==> src/rtl/convolver_ctrl_pkg.sv <==
// Shared definitions for the convolver controller: counter width, default tap
// count and the controller state encoding.
package convolver_ctrl_pkg;

    localparam int ADDR_FIFO    = 8;
    localparam int TAPS_DEFAULT = 9;

    typedef enum logic [2:0] {
        S_IDLE,
        S_CLEAR,
        S_LOAD_FILT,
        S_STREAM,
        S_DRAIN,
        S_DONE
    } state_e;

endpackage

==> src/rtl/convolver_ctrl_valid_delay.sv <==
// LAT-deep 1-bit shift register aligning mac_enable with the convolver's MAC
// result (output_valid).
module valid_delay #(
    parameter int LAT = 1
) (
    input  logic clk,
    input  logic rst,
    input  logic din,
    output logic dout
);

    logic [LAT-1:0] sr_q;
    logic [LAT-1:0] sr_d;
    logic [LAT:0]   shifted;

    always_comb begin
        shifted = {sr_q, din};
        sr_d    = shifted[LAT-1:0];
    end

    always_ff @(posedge clk or negedge rst) begin
        if (!rst) sr_q <= '0;
        else      sr_q <= sr_d;
    end

    assign dout = sr_q[LAT-1];

endmodule

==> src/rtl/convolver_ctrl.sv <==
// Job controller for a 3x3 convolver: clears line buffers, loads TAPS
// coefficients, streams an image and flags valid MAC results.
module convolver_ctrl
    import convolver_ctrl_pkg::*;
#(
    parameter int MAC_LAT = 1,
    parameter int TAPS    = TAPS_DEFAULT
) (
    input  logic                 clk,
    input  logic                 rst,
    input  logic                 start,
    input  logic [ADDR_FIFO-1:0] row_length,
    input  logic [ADDR_FIFO-1:0] num_rows,
    input  logic                 filt_valid,
    output logic                 filt_ready,
    input  logic                 pix_valid,
    output logic                 pix_ready,
    output logic                 shifting_filter,
    output logic                 shifting_line,
    output logic                 line_buffer_reset,
    output logic                 mac_enable,
    output logic                 output_valid,
    output logic                 busy,
    output logic                 done
);

    localparam int TW = $clog2(TAPS + 1);
    localparam int DW = $clog2(MAC_LAT + 1) + 1;
    localparam logic [ADDR_FIFO-1:0] ONE   = ADDR_FIFO'(1);
    localparam logic [ADDR_FIFO-1:0] TWO   = ADDR_FIFO'(2);
    localparam logic [ADDR_FIFO-1:0] THREE = ADDR_FIFO'(3);

    state_e               state_q, state_d;
    logic [TW-1:0]        tap_q, tap_d;
    logic [ADDR_FIFO-1:0] col_q, col_d;
    logic [ADDR_FIFO-1:0] row_q, row_d;
    logic [ADDR_FIFO-1:0] rl_q, rl_d;
    logic [ADDR_FIFO-1:0] nr_q, nr_d;
    logic [DW-1:0]        drain_q, drain_d;
    logic                 mac_q, mac_d;

    always_comb begin
        state_d = state_q;
        tap_d   = tap_q;
        col_d   = col_q;
        row_d   = row_q;
        rl_d    = rl_q;
        nr_d    = nr_q;
        drain_d = drain_q;
        mac_d   = 1'b0;
        unique case (state_q)
            S_IDLE: begin
                if (start) begin
                    rl_d = row_length;
                    nr_d = num_rows;
                    // Degenerate images produce no windows: finish without touching the datapath
                    if (row_length >= THREE && num_rows >= THREE) state_d = S_CLEAR;
                    else                                          state_d = S_DONE;
                end
            end
            S_CLEAR: begin
                tap_d   = '0;
                col_d   = '0;
                row_d   = '0;
                drain_d = '0;
                state_d = S_LOAD_FILT;
            end
            S_LOAD_FILT: begin
                if (filt_valid) begin
                    tap_d = tap_q + TW'(1);
                    if (tap_q == TW'(TAPS - 1)) state_d = S_STREAM;
                end
            end
            S_STREAM: begin
                if (pix_valid) begin
                    // Full 3x3 window exists once two prior rows and columns are buffered
                    mac_d = (row_q >= TWO) && (col_q >= TWO);
                    if (col_q == rl_q - ONE) begin
                        col_d = '0;
                        row_d = row_q + ONE;
                        if (row_q == nr_q - ONE) state_d = S_DRAIN;
                    end else begin
                        col_d = col_q + ONE;
                    end
                end
            end
            S_DRAIN: begin
                drain_d = drain_q + DW'(1);
                if (drain_q == DW'(MAC_LAT)) state_d = S_DONE;
            end
            S_DONE:  state_d = S_IDLE;
            default: state_d = S_IDLE;
        endcase
    end

    always_ff @(posedge clk or negedge rst) begin
        if (!rst) begin
            state_q <= S_IDLE;
            tap_q   <= '0;
            col_q   <= '0;
            row_q   <= '0;
            rl_q    <= '0;
            nr_q    <= '0;
            drain_q <= '0;
            mac_q   <= 1'b0;
        end else begin
            state_q <= state_d;
            tap_q   <= tap_d;
            col_q   <= col_d;
            row_q   <= row_d;
            rl_q    <= rl_d;
            nr_q    <= nr_d;
            drain_q <= drain_d;
            mac_q   <= mac_d;
        end
    end

    assign busy              = (state_q != S_IDLE);
    assign done              = (state_q == S_DONE);
    assign line_buffer_reset = (state_q == S_CLEAR);
    assign filt_ready        = (state_q == S_LOAD_FILT);
    assign pix_ready         = (state_q == S_STREAM);
    assign shifting_filter   = filt_valid & filt_ready;
    assign shifting_line     = pix_valid & pix_ready;
    assign mac_enable        = mac_q;

    valid_delay #(
        .LAT(MAC_LAT)
    ) u_valid_delay (
        .clk  (clk),
        .rst  (rst),
        .din  (mac_q),
        .dout (output_valid)
    );

endmodule

==> config.mk <==
export PLATFORM = sky130hd
export DESIGN_NAME = convolver_ctrl
export DESIGN_NICKNAME = d
export VERILOG_FILES = /design/src/rtl/convolver_ctrl_pkg.sv /design/src/rtl/convolver_ctrl_valid_delay.sv /design/src/rtl/convolver_ctrl.sv
export SDC_FILE = /design/constraint.sdc
export NUM_CORES = 1
export LEC_CHECK = 0
export ABC_AREA = 1
export BUFFER_PORTS_ARGS = -buffer_cell sky130_fd_sc_hd__buf_2
export CELL_PAD_IN_SITES_DETAIL_PLACEMENT = 1
export CELL_PAD_IN_SITES_GLOBAL_PLACEMENT = 1
export CORE_MARGIN = 4
export CORE_UTILIZATION = 25
export DETAILED_ROUTE_END_ITERATION = 16
export GPL_TIMING_DRIVEN = 1
export PLACE_DENSITY_LB_ADDON = 0.1
export REMOVE_ABC_BUFFERS = 1
export SYNTH_ARGS = -nofsm -noshare
export SYNTH_HDL_FRONTEND = slang
export SYNTH_SLANG_ARGS = --single-unit
==> constraint.sdc <==
create_clock -name clk -period 5.6 [get_ports clk]
set_clock_uncertainty 0.15 [all_clocks]
set_input_delay 0.56 -clock clk [delete_from_list [all_inputs] [get_ports clk]]
set_output_delay 0.56 -clock clk [all_outputs]
set_load 0.01 [all_outputs]
==> metrics.txt <==
H-tree Lvls=2; CTS Sinks=43; layout cell share with drive strength beyond 1=14.5%; Area Overhead vs Synth=15.3%; final setup vio count=0; Synthesis Warnings=0; first-pass iteration count of the detailed router=4; HPWL after detailed placement=6020 um; RD Place Congestion=0.727; min cycle time layout=2.28 ns; GRT Residual Overflow=0; diode count=0; initial core utilization=25.7%; Slew headroom=28.0%; # IOs=30; CTS buffer count=5; routed via count=2492; Port-buffer cells=29; unique cell type count in the Yosys netlist=41; commonest non-fill, non-tap cell in the layout=nand2_1; Total GRT Usage=12.9%; unrepaired setup endpoints after global routing=no; largest area contributor in the netlist=dfrtp_1; Place WS=3.26 ns; row cnt=38; Fmax achieved=438 MHz; crit path kind=flop to output pin; hold crit path type=flop to flop; ranking of synthesized cells by area=dfrtp_1, nand2_1, inv_1; die area=0.0130 mm^2; ys flop type=dfrtp_1; # hold bufs at CTS=0; Leak=1.63 nW; number of synthesized flops with an enable pin=0; crit path launch type=flop; setup TNS=0 ns; post-synth top area share=38.2%; busiest grt layer=met2; CTS-repair resized insts=0; worst hold slack=0.229 ns; CTS tree=built; max-cap violations=0; post-route ant nets=0; CP Capture Type=output pin; Core Region=0.0109 mm^2; final net count=443; Synth Register Bits=43; Worst Tran Pin Value=1.08 ns; met2 Track Usage GR=21.3%; Post-route DRC=0; routed wire length=7800 um; DR iter-0 viols=91; Peak supply drop=0.143 mV; Worst EP required=4.89 ns; total power=1.57 mW; most frequent cells in the layout=nand2_1, inv_1, nor2_1; Post-CTS Setup Repair Bufs=0; sequential area share after synthesis=38.2%; Syn Std Cell Area=0.00281 mm^2; Hold Vio Cnt, Final=0; CP max FO=5; power per cell area=485 mW/mm^2; largest net degree at the start of global routing=44; clock insertion delay at the later pin of the skew report=0.29 ns; Routed WL per cell=14.1 um; CTS max path bufs=2; Clock transition at path regs=0.06 ns; first-pass GRT wire length=13200 um; outcome=complete, no violations; met1 Usage GRT=17.2%; met3 GRT Util=2.38%; die height=114 um; Final period util=40.7%; number of global-route vias before repair=2592; setup ws final=3.32 ns; root buf cell=clkbuf_16; max-slew violations=0; Worst Path Arrival=1.57 ns; Via density=4.51; Die X=114 um; antenna violations before repair=0; syn avg cell area=7.31 um^2; asr flop ratio synth=100%; Mapped Cells=385
[final cells by class]
type	count	area, um^2
clock buffers	6	129
clock inverters	1	30.0
fillers	1395	7690
inverters	56	220
multi-input cells	278	1470
flip-flops and latches	43	1080
well taps	140	175
repair buffers	29	145
[per-layer routing]
| metal | vias to the layer above | part of all wire (%) |
|---|---|---|
| met5 | - | 0 |
| met4 | 0 | 1.3 |
| met3 | 7 | 2.2 |
| met2 | 16 | 47 |
| met1 | 1190 | 49 |
| li1 | 1279 | - |
[kinds of logic after synthesis]
logic type      synth area share (%)
simple gates                    33.3
buf+inv                         9.56
compound gates                  9.47
flops                           38.2
xor+xnor                        4.98
fa+ha+maj                       4.00
mux                            0.400
[worst max-delay path, stage by stage (launching register included)]
cell and delay (ns):
dfrtp_1 0.44, inv_1 0.17, nand3_1 0.15, inv_1 0.12, nand2_1 0.10, inv_1 0.15
buf_2 0.16
[registers in the layout, summed over array words and instances, names as in the netlist]
signal and flops:
col_q 8, nr_q 8, rl_q 8, row_q 8, tap_q 4, state_q 3
drain_q 2, mac_enable 1, u_valid_delay.dout 1
[metrics by stage]
step,instance area (um^2),util [%],cells
after CTS,3240,29.7,553
after floorplan,2770,-,377
final,3240,29.7,553
after global placement,3090,28.2,546
after detailed placement,3090,28.2,546
after global routing,3240,29.7,553
[worst paths after layout]
kind                       cells after the start                           end                    from  slack, ns
max in group asynchronous                      1           rl_q[2]$_DFFE_PN0P_                     rst       4.31
hold / removal                                 0  u_valid_delay.dout$_DFF_PN0_    mac_enable$_DFF_PN0_       0.23
setup / recovery                               6               shifting_filter  state_q[2]$_DFFE_PN0P_       3.32
hold reg to reg                                0  u_valid_delay.dout$_DFF_PN0_    mac_enable$_DFF_PN0_       0.23
min in group asynchronous                      1           nr_q[3]$_DFFE_PN0P_                     rst       0.32
setup reg to reg                              12          row_q[3]$_DFFE_PN0P_     rl_q[0]$_DFFE_PN0P_       3.32
[cell usage after synthesis, types with 3 or more instances]
library cell	n
a21oi_1	12
clkbuf_1	3
dfrtp_1	43
ha_1	9
inv_1	50
inv_2	3
nand2_1	99
nand3_1	28
nand4_1	4
nor2_1	45
nor3_1	11
nor4_1	3
o21ai_0	21
o21ai_2	5
or2_2	3
xnor2_1	7
xor2_1	9
[report_power, final]
group	switching [mW]	internal, mW	total, mW
registers	0.116	0.402	0.518
logic	0.467	0.252	0.720
clock network	0.127	0.208	0.336
total	0.711	0.862	1.57
(Power assumes the default switching activity.)
